===== src/rtl/eth_tx_framer_pkg.sv =====
// Shared constants, state type and FCS byte helper for the Ethernet transmit framer
// and the CRC-32 byte step.
package eth_tx_framer_pkg;

  localparam int CRC_LEN    = 32;
  localparam int DATA_LEN   = 8;
  localparam int BYTE_CNT_W = 11;

  localparam logic [CRC_LEN-1:0]  CRC_POLY      = 32'hEDB88320;
  localparam logic [CRC_LEN-1:0]  CRC_INIT      = 32'hFFFFFFFF;
  localparam logic [DATA_LEN-1:0] PREAMBLE_BYTE = 8'h55;
  localparam logic [DATA_LEN-1:0] SFD_BYTE      = 8'hD5;

  typedef enum logic [2:0] {
    ST_IDLE,
    ST_PRE,
    ST_SFD,
    ST_PAYLOAD,
    ST_PAD,
    ST_FCS,
    ST_IFG
  } eth_tx_state_t;

  // FCS goes out least-significant byte first, taken from the complemented CRC.
  function automatic logic [DATA_LEN-1:0] fcs_byte(input logic [CRC_LEN-1:0] crc,
                                                   input logic [1:0] idx);
    logic [CRC_LEN-1:0] fcs;
    fcs = ~crc;
    case (idx)
      2'd0:    return fcs[7:0];
      2'd1:    return fcs[15:8];
      2'd2:    return fcs[23:16];
      default: return fcs[31:24];
    endcase
  endfunction

endpackage


===== src/rtl/crc32_d8.sv =====
// Combinational CRC-32 (IEEE 802.3, reflected) step over one data byte, LSB first.
// Shared between the TX framer and the RX FCS checker.
module crc32_d8
  import eth_tx_framer_pkg::*;
(
  input  logic [CRC_LEN-1:0]  crc,
  input  logic [DATA_LEN-1:0] data,
  output logic [CRC_LEN-1:0]  crc_next
);

  always_comb begin
    crc_next = crc ^ {{(CRC_LEN-DATA_LEN){1'b0}}, data};
    for (int i = 0; i < DATA_LEN; i++) begin
      crc_next = crc_next[0] ? ((crc_next >> 1) ^ CRC_POLY) : (crc_next >> 1);
    end
  end

endmodule


===== src/rtl/eth_tx_framer.sv =====
// Ethernet transmit framer: preamble, SFD, payload, zero pad to MIN_LEN, FCS,
// then an enforced inter-frame gap. Byte-serial valid/ready on both sides.
module eth_tx_framer
  import eth_tx_framer_pkg::*;
#(
  parameter int MIN_LEN = 60,
  parameter int IFG_LEN = 12,
  parameter int PRE_LEN = 7
) (
  input  logic       clk,
  input  logic       rst,
  input  logic [7:0] s_data,
  input  logic       s_valid,
  input  logic       s_last,
  output logic       s_ready,
  output logic [7:0] m_data,
  output logic       m_valid,
  output logic       m_last,
  input  logic       m_ready,
  output logic       frame_done
);

  localparam int PRE_W = $clog2(PRE_LEN + 1);
  localparam int IFG_W = $clog2(IFG_LEN + 1);
  localparam logic [BYTE_CNT_W:0] MIN_LEN_W = (BYTE_CNT_W+1)'(MIN_LEN);

  eth_tx_state_t state_reg, state_next;

  logic [CRC_LEN-1:0]    crc_reg, crc_next, crc_step;
  logic [DATA_LEN-1:0]   crc_in;
  logic [BYTE_CNT_W-1:0] byte_cnt_reg, byte_cnt_next, byte_cnt_sat;
  logic [BYTE_CNT_W:0]   byte_cnt_inc;
  logic [PRE_W-1:0]      pre_cnt_reg, pre_cnt_next;
  logic [IFG_W-1:0]      ifg_cnt_reg, ifg_cnt_next;
  logic [2:0]            fcs_cnt_reg, fcs_cnt_next;
  logic [7:0]            m_data_reg, m_data_next;
  logic                  m_valid_reg, m_valid_next;
  logic                  m_last_reg, m_last_next;
  logic                  out_free;

  // The output register can take a new byte when empty or when its byte leaves now.
  assign out_free   = !m_valid_reg || m_ready;
  assign s_ready    = (state_reg == ST_PAYLOAD) && out_free;
  assign m_data     = m_data_reg;
  assign m_valid    = m_valid_reg;
  assign m_last     = m_last_reg;
  assign frame_done = m_valid_reg && m_ready && m_last_reg;

  assign crc_in       = (state_reg == ST_PAD) ? 8'h00 : s_data;
  assign byte_cnt_inc = {1'b0, byte_cnt_reg} + (BYTE_CNT_W+1)'(1);
  assign byte_cnt_sat = byte_cnt_inc[BYTE_CNT_W] ? byte_cnt_reg : byte_cnt_inc[BYTE_CNT_W-1:0];

  crc32_d8 u_crc32_d8 (
    .crc      (crc_reg),
    .data     (crc_in),
    .crc_next (crc_step)
  );

  always_ff @(posedge clk) begin
    if (rst) begin
      state_reg    <= ST_IDLE;
      crc_reg      <= CRC_INIT;
      byte_cnt_reg <= '0;
      pre_cnt_reg  <= '0;
      ifg_cnt_reg  <= '0;
      fcs_cnt_reg  <= '0;
      m_data_reg   <= '0;
      m_valid_reg  <= 1'b0;
      m_last_reg   <= 1'b0;
    end else begin
      state_reg    <= state_next;
      crc_reg      <= crc_next;
      byte_cnt_reg <= byte_cnt_next;
      pre_cnt_reg  <= pre_cnt_next;
      ifg_cnt_reg  <= ifg_cnt_next;
      fcs_cnt_reg  <= fcs_cnt_next;
      m_data_reg   <= m_data_next;
      m_valid_reg  <= m_valid_next;
      m_last_reg   <= m_last_next;
    end
  end

  // Each state decides what to load into the output register when it is free.
  // SFD is loaded on leaving ST_SFD, so PAYLOAD can accept its first byte on the
  // very cycle the SFD handshakes and the stream has no bubble there.
  always_comb begin
    state_next    = state_reg;
    crc_next      = crc_reg;
    byte_cnt_next = byte_cnt_reg;
    pre_cnt_next  = pre_cnt_reg;
    ifg_cnt_next  = ifg_cnt_reg;
    fcs_cnt_next  = fcs_cnt_reg;
    m_data_next   = m_data_reg;
    m_valid_next  = m_valid_reg;
    m_last_next   = m_last_reg;

    unique case (state_reg)
      ST_IDLE: begin
        crc_next      = CRC_INIT;
        byte_cnt_next = '0;
        pre_cnt_next  = '0;
        fcs_cnt_next  = '0;
        m_valid_next  = 1'b0;
        m_last_next   = 1'b0;
        if (s_valid) begin
          m_data_next  = PREAMBLE_BYTE;
          m_valid_next = 1'b1;
          pre_cnt_next = PRE_W'(1);
          state_next   = (PRE_LEN == 1) ? ST_SFD : ST_PRE;
        end
      end

      ST_PRE: begin
        if (out_free) begin
          m_data_next  = PREAMBLE_BYTE;
          m_valid_next = 1'b1;
          pre_cnt_next = pre_cnt_reg + PRE_W'(1);
          if (pre_cnt_next == PRE_W'(PRE_LEN)) begin
            state_next = ST_SFD;
          end
        end
      end

      ST_SFD: begin
        if (out_free) begin
          m_data_next  = SFD_BYTE;
          m_valid_next = 1'b1;
          state_next   = ST_PAYLOAD;
        end
      end

      ST_PAYLOAD: begin
        if (out_free) begin
          if (s_valid) begin
            m_data_next   = s_data;
            m_valid_next  = 1'b1;
            crc_next      = crc_step;
            byte_cnt_next = byte_cnt_sat;
            if (s_last) begin
              state_next = (byte_cnt_inc < MIN_LEN_W) ? ST_PAD : ST_FCS;
            end
          end else begin
            // Source underrun: emit a bubble and keep waiting for the payload.
            m_valid_next = 1'b0;
          end
        end
      end

      ST_PAD: begin
        if (out_free) begin
          m_data_next   = 8'h00;
          m_valid_next  = 1'b1;
          crc_next      = crc_step;
          byte_cnt_next = byte_cnt_sat;
          if (byte_cnt_inc >= MIN_LEN_W) begin
            state_next = ST_FCS;
          end
        end
      end

      ST_FCS: begin
        if (out_free) begin
          if (fcs_cnt_reg == 3'd4) begin
            m_valid_next = 1'b0;
            m_last_next  = 1'b0;
            ifg_cnt_next = '0;
            state_next   = ST_IFG;
          end else begin
            m_data_next  = fcs_byte(crc_reg, fcs_cnt_reg[1:0]);
            m_valid_next = 1'b1;
            m_last_next  = (fcs_cnt_reg == 3'd3);
            fcs_cnt_next = fcs_cnt_reg + 3'd1;
          end
        end
      end

      ST_IFG: begin
        m_valid_next = 1'b0;
        ifg_cnt_next = ifg_cnt_reg + IFG_W'(1);
        if (ifg_cnt_reg == IFG_W'(IFG_LEN - 1)) begin
          state_next = ST_IDLE;
        end
      end

      default: state_next = ST_IDLE;
    endcase
  end

endmodule


===== config.mk =====
export PLATFORM = sky130hd
export DESIGN_NAME = eth_tx_framer
export DESIGN_NICKNAME = d
export VERILOG_FILES = /design/src/rtl/eth_tx_framer_pkg.sv /design/src/rtl/crc32_d8.sv /design/src/rtl/eth_tx_framer.sv
export SDC_FILE = /design/constraint.sdc
export NUM_CORES = 1
export LEC_CHECK = 0
export CAP_MARGIN = 20
export CORE_UTILIZATION = 60
export DETAILED_ROUTE_END_ITERATION = 8
export HOLD_SLACK_MARGIN = 0.06
export PLACE_DENSITY_LB_ADDON = 0.1
export RECOVER_POWER = 100
export SLEW_MARGIN = 40
export SYNTH_ARGS = -nofsm -noshare
export SYNTH_HDL_FRONTEND = slang
export SYNTH_SLANG_ARGS = --single-unit

===== constraint.sdc =====
create_clock -name clk -period 3.45 [get_ports clk]
set_input_delay 0.345 -clock clk [delete_from_list [all_inputs] [get_ports clk]]
set_output_delay 0.345 -clock clk [all_outputs]
set_load 0.03 [all_outputs]

Yosys cells after proc, flatten, opt, wreduce, memory -nomap -nowiden
Index checks and enable logic that the tools add are counted.
W data, S select, Z words.
- register bits after elaboration: 66
- eq/ne operators: 26
- order comparisons: 2
- $add $sub $neg: 4
- mux-type cells: 60
- reduce and logical (&&, ||, !) cells: 22
- bitwise gates (word level): 10
- operator list (kind ; number):
    $mux W32 ; 11
    $not A13 Y14 ; 8
    $pmux W32 S3 ; 1
    $mux W8 ; 9
    $pmux W8 S6 ; 1
    $mux W3 ; 15
    $mux W11 ; 4
    $pmux W11 S3 ; 1
    $not A32 Y32 ; 1
    $xor A32 B8 Y32 ; 1
    $ne A2 B2 Y1 const B ; 12
    $pmux W8 S3 ; 1
    $pmux W3 S7 ; 1
    $eq A3 B3 Y1 const B ; 5
    $add A11 B1 Y12 const B ; 1
    $ge A12 B6 Y1 const B ; 1
    $lt A12 B6 Y1 const B ; 1
    $pmux W3 S2 ; 2
    $reduce_and A12 Y1 ; 1
    $eq A3 B2 Y1 const B ; 3
    $mux W1 ; 9
    $reduce_and A9 Y1 ; 1
    $mux W4 ; 2
    $pmux W4 S2 ; 1
    22 further kinds ; 31

Longest topological paths before layout
Gate-level depths: netlist of run 1.
- depth in word-level cells: 22
- mapped depth: 9
- mapped depth without buffers: 9

By module
From an unflattened synthesis of run 1, not the netlist that was laid out.
- cells, all modules: 525
- area, all modules: 4340.4 um^2
- modules (own cells, without submodules) (module ; instances ; area an instance (um^2) ; cells each):
    eth_tx_framer ; 1 ; 3564.7 ; 453
    crc32_d8 ; 1 ; 775.7 ; 72

Least setup slack after synthesis of run 1
Ideal clock, no wire load.
- path type: register to register
- start: register state_reg[0]
- end: register crc_reg[20]
- data required time: 3328 ps
- data arrival time: 2234 ps
- cell stages (with the launch flop): 10
- setup slack: 1094 ps
- clock period less this slack: 2356 ps
- cell sequence: dfxtp_1 > buf_6 > or3b_1 > buf_6 > a221oi_4 > xnor2_1 > xnor2_1 > xnor2_1 > xnor2_1 > o32a_1
- word-level cells in the longest chain between the ends: 19
- ends and longest elaborated chain (item ; line ; RTL):
    start: declaration ; eth_tx_framer.sv:27 ; eth_tx_state_t state_reg, state_next;
    start signal: assignment ; eth_tx_framer.sv:71 ; state_reg <= state_next;
    $eq A3 B3 Y1 ; eth_tx_framer.sv:49, eth_tx_framer.sv:97 ;
    $mux W8 ; eth_tx_framer.sv:49 ; assign crc_in = (state_reg == ST_PAD) ? 8'h00 : s_data;
    $xor A32 B8 Y32 ; crc32_d8.sv:12 ; crc_next = crc ^ {{(CRC_LEN-DATA_LEN){1'b0}}, data};
    $mux W32 ; crc32_d8.sv:14 ; crc_next = crc_next[0] ? ((crc_next >> 1) ^ CRC_POLY) : (crc_next >> 1);
    $not A13 Y14 (no source line) ; -- ;
    $mux W32 (2 in a row) ; crc32_d8.sv:14 ;
    $not A13 Y14 (no source line) ; -- ;
    $mux W32 ; crc32_d8.sv:14 ;
    $not A13 Y14 (no source line) ; -- ;
    $mux W32 (2 in a row) ; crc32_d8.sv:14 ;
    $not A13 Y14 (no source line) ; -- ;
    $mux W32 ; crc32_d8.sv:14 ;
    $not A13 Y14 (no source line) ; -- ;
    $mux W32 ; crc32_d8.sv:14 ;
    $mux W32 ; eth_tx_framer.sv:134 ; if (s_valid) begin
    $mux W32 ; eth_tx_framer.sv:133 ; if (out_free) begin
    $pmux W32 S3 ; eth_tx_framer.sv:97 ; unique case (state_reg)
    end signal: assignment ; eth_tx_framer.sv:72 ; crc_reg <= crc_next;
    end: declaration ; eth_tx_framer.sv:29 ; logic [CRC_LEN-1:0] crc_reg, crc_next, crc_step;
Several ways; a longest one is shown, not always the timed one. The select of a mux whose other input is x is not followed.
A chain may end at the register's enable or synchronous reset.

Worst setup path after layout of run 1
- start: register state_reg[2]
- end: output s_ready
- word-level cells in the longest chain between the ends: 2
- ends and longest elaborated chain (item ; line ; RTL):
    $eq A3 B2 Y1 ; eth_tx_framer.sv:43 ; assign s_ready = (state_reg == ST_PAYLOAD) && out_free;
    $logic_and A1 B1 Y1 ; eth_tx_framer.sv:43 ;
    end: declaration ; eth_tx_framer.sv:15 ; output logic s_ready,
No other way between the ends.

==> impl_metrics.yaml, run 1 <==
sta:
  finalSetupTns_ns: 0
  slew_headroom: 0.354
  achievable-frequency_mhz: 327
  slew_violations: 0
  setup_viol: 0
  worst_hold_slack_ns: 0.490
  hold_violations: 0
  worst_clock_skew_ns: 0.0120
  layout_setup_ws_ns: 0.396
  rsz_0062_raised_after_global_routing: "false"
  worst_slew_pin_slew_ns: 0.959
  period_share: 0.885
  min_period_ns: 3.05
layout:
  largest_register_ff_count: 32
  regArea_um2: 1320
  nNetsFinal: 562
  final_area_um2: 4760
  fillCellCount: 595
  multiInputGateArea_um2: 2780
  antenna_cells_inserted: 0
  finalNonFillerCells: 639
  proportion_of_layout_cells_with_a_drive_suffix_above_1: 0.0571
  areaGrowthSynthToFinish_pct: 11.3
  layout.cells.most_common: "dfxtp_1"
  most-common-layout-cells: "66 x dfxtp_1, 59 x xnor2_1, 55 x nand2_1"
cts:
  postCtsSetupBuffers: 0
  cts_max_level: 3
  path_clk_slew_ns: 0.07
  worst_skew_pair.late_latency_ns: 0.35
  ctsLongestPathBuffers: 2
  cts.root.buffer_cell: "clkbuf_8"
  clock_sinks: 66
  holdBufCountCts: 0
  numCtsBuffers: 9
  tritoncts: "done"
  cts.repair.resized: 0
placement:
  dp.final_hpwl_um: 8020
  place_ws_ns: 0.590
  gpl_wtd_cong: 0.931
  buffer_ports.inserted: 24
  placed_cells: 624
  dpl-instance-area_um2: 4590
synth:
  synth_enable_flop_cells: 0
  postSynthRegisterBits: 66
  ys_top_cells_by_area: "dfxtp_1 31%, xnor2_1 12%, a21oi_1 5.0%, nand2_1 4.8%, nor2_1 4.7%"
  synth_area_per_cell_um2: 8.18
  yosys_warnings: 0
  yosys.cell_types.count: 60
  ys.flop_type: "dfxtp_1"
  synthArstFlopShare: 0
  synth.largest_area_cell: "dfxtp_1"
  mappedNetlistNets: 546
  postSynthCellCount: 523
  seq_area_frac_synth: 0.309
  post_synth_instance_area_um2: 4280
  synth_top_cell_area_share: 0.309
pwr:
  power.sequential.fraction: 0.391
  switchingPower_mw: 0.700
  internal_portion_of_total_power_mw: 1.42
  peakVddDrop_mv: 0.331
  total_leakage_power_nw: 1.64
  clkPwrFrac: 0.323
  swShare: 0.330
  combinationalPowerShare: 0.286
  pwr_density_cell_nw_per_um2: 445
floorplan:
  initial_core_util: 0.626
  die_area_um2: 7470
  dieHeight_um: 86.4
  chipWidth_um: 86.4
  ios: 25
  core.rowCount: 30
  core_area_um2: 6830
detailed_routing:
  maxUsedRoutingLayer: "met4"
  route.vias.total: 3899
  dr.first_iter.drc_count: 329
  drc: 0
  ant_nets: 0
  post_drt_wl_per_cell_um: 17.3
  avgViaCountPerCell: 6.10
  drt_pass1_iterations: 7
  wl_met3_um: 975
  totalWireLength_um: 11100
  routedLengthMet1_um: 4950
  met2_routed_wl_um: 4960
outcome:
  outcome: "finished, final reports clean"
global_route:
  gr-usage-all-layers: 0.313
  antenna_found_initial: 0
  grt_start_max_net_pins: 40
  grt_remaining_overflow: 0
  global_route_wire_length_before_repair_um: 18000
  first_global_vias: 3535
setup_path:
  worst-endpoint-arrival_ns: 2.71
  r2r_end: "byte_cnt_reg[3]"
  regToRegSetupSlack_ns: 0.40
  crit_end: "s_ready"
  critical_path.max_fanout: 14
  worst-setup-path-type: "flip-flop to primary output"
  crit_path_start: "state_reg[2]"
  startpoint_type: "flip-flop"
  regToRegStartpoint: "state_reg[0]"
  r2r_cells: 7
  worst-endpoint-required_ns: 3.11
  worst_setup_path_end_kind: "primary output"
worst_hold_path:
  min-delay-path-class: "flip-flop to flip-flop"
flow_run:
  max_cap_viol_count: 0
==> synthesized netlist by cell type, types with 2 or more instances <==
| cell | n |
|---|---|
| xor2_2 | 2 |
| dfxtp_1 | 66 |
| or3_1 | 2 |
| a22oi_1 | 3 |
| o32a_1 | 3 |
| o311ai_0 | 5 |
| a211oi_1 | 8 |
| inv_1 | 11 |
| buf_1 | 3 |
| nand4_1 | 4 |
| nand2b_1 | 5 |
| a311oi_1 | 4 |
| o21ai_0 | 18 |
| clkbuf_1 | 25 |
| nor2_1 | 54 |
| nand3b_1 | 3 |
| a221oi_4 | 2 |
| xor2_1 | 15 |
| buf_6 | 2 |
| o22ai_1 | 27 |
| nand3_1 | 14 |
| xor2_4 | 2 |
| nand2_1 | 55 |
| a31oi_1 | 5 |
| and3_1 | 3 |
| xnor2_2 | 3 |
| and2_1 | 6 |
| ha_1 | 10 |
| xnor2_1 | 59 |
| nor3_1 | 10 |
| nor2b_1 | 17 |
| mux2i_1 | 5 |
| o2bb2ai_1 | 3 |
| a21oi_1 | 43 |
==> metal layers <==
| metal | vias to the layer above | GRT usage |
|---|---|---|
| li1 | 1865 | - |
| met1 | 1849 | 0.443 |
| met2 | 163 | 0.468 |
| met3 | 22 | 0.0705 |
| met4 | 0 | 0.114 |
| met5 | - | 0 |
==> stage by stage <==
stage	util	power, mW
final	0.697	2.12
after CTS	0.702	2.15
after floorplan	-	1.30
after global placement	0.672	1.45
after detailed placement	0.672	1.46
after global routing	0.697	2.21
==> power by group through the flow <==
stage	sequential, mW	combinational, mW	clock (mW)
final	0.829	0.607	0.684
after global routing	0.834	0.652	0.723
after CTS	0.829	0.620	0.696
after detailed placement	0.846	0.616	0
after global placement	0.844	0.610	0
after floorplan	0.857	0.442	0
==> final cells by class <==
| class | instances | share of cell area |
|---|---|---|
| multi-input combinational | 415 | 0.583 |
| sequential | 66 | 0.277 |
| timing repair buffer | 35 | 0.0623 |
| clock buffer | 13 | 0.0355 |
| tap | 96 | 0.0252 |
| inverter | 12 | 0.00946 |
| clock inverter | 2 | 0.00735 |
==> logic make-up (layout without fill, tap and decap cells) <==
family,Yosys count,in the layout,share of synthesized area
buf+inv,42,62,0.0404
compound gates,132,132,0.203
mux,6,6,0.0143
simple gates,183,183,0.204
xor+xnor,84,84,0.201
flops,66,66,0.309
fa+ha+maj,10,10,0.0292
==> worst max-delay path, cell delays in order (launching register included) <==
cell and delay [ns]:
dfxtp_1 0.39, clkbuf_1 0.30, nor2b_1 0.40, nand2_1 0.33
nor2_1 0.24, clkdlybuf4s50_1 0.70
==> how the worst min path moves through the flow <==
stage                              start             end  slack [ns]  cells past startpoint
after floorplan           ifg_cnt_reg[3]  ifg_cnt_reg[3]        0.45                      1
after global placement    ifg_cnt_reg[3]  ifg_cnt_reg[3]        0.47                      1
after detailed placement          m_last          m_last        0.47                      2
after CTS                         m_last          m_last        0.49                      2
after global routing      ifg_cnt_reg[3]  ifg_cnt_reg[3]        0.52                      1
final                             m_last          m_last        0.49                      2
(Power assumes the default switching activity.)
==> inputs of run 2 (changes only) <==
--- a/config.mk
+++ b/config.mk
@@ -11,7 +11,7 @@
 export HOLD_SLACK_MARGIN = 0.06
 export PLACE_DENSITY_LB_ADDON = 0.1
 export RECOVER_POWER = 100
-export SLEW_MARGIN = 40
+export SLEW_MARGIN = 20
 export SYNTH_ARGS = -nofsm -noshare
 export SYNTH_HDL_FRONTEND = slang
 export SYNTH_SLANG_ARGS = --single-unit
==> results of run 2 <==
Final layout, timing and power as in run 1 (identical DEF).
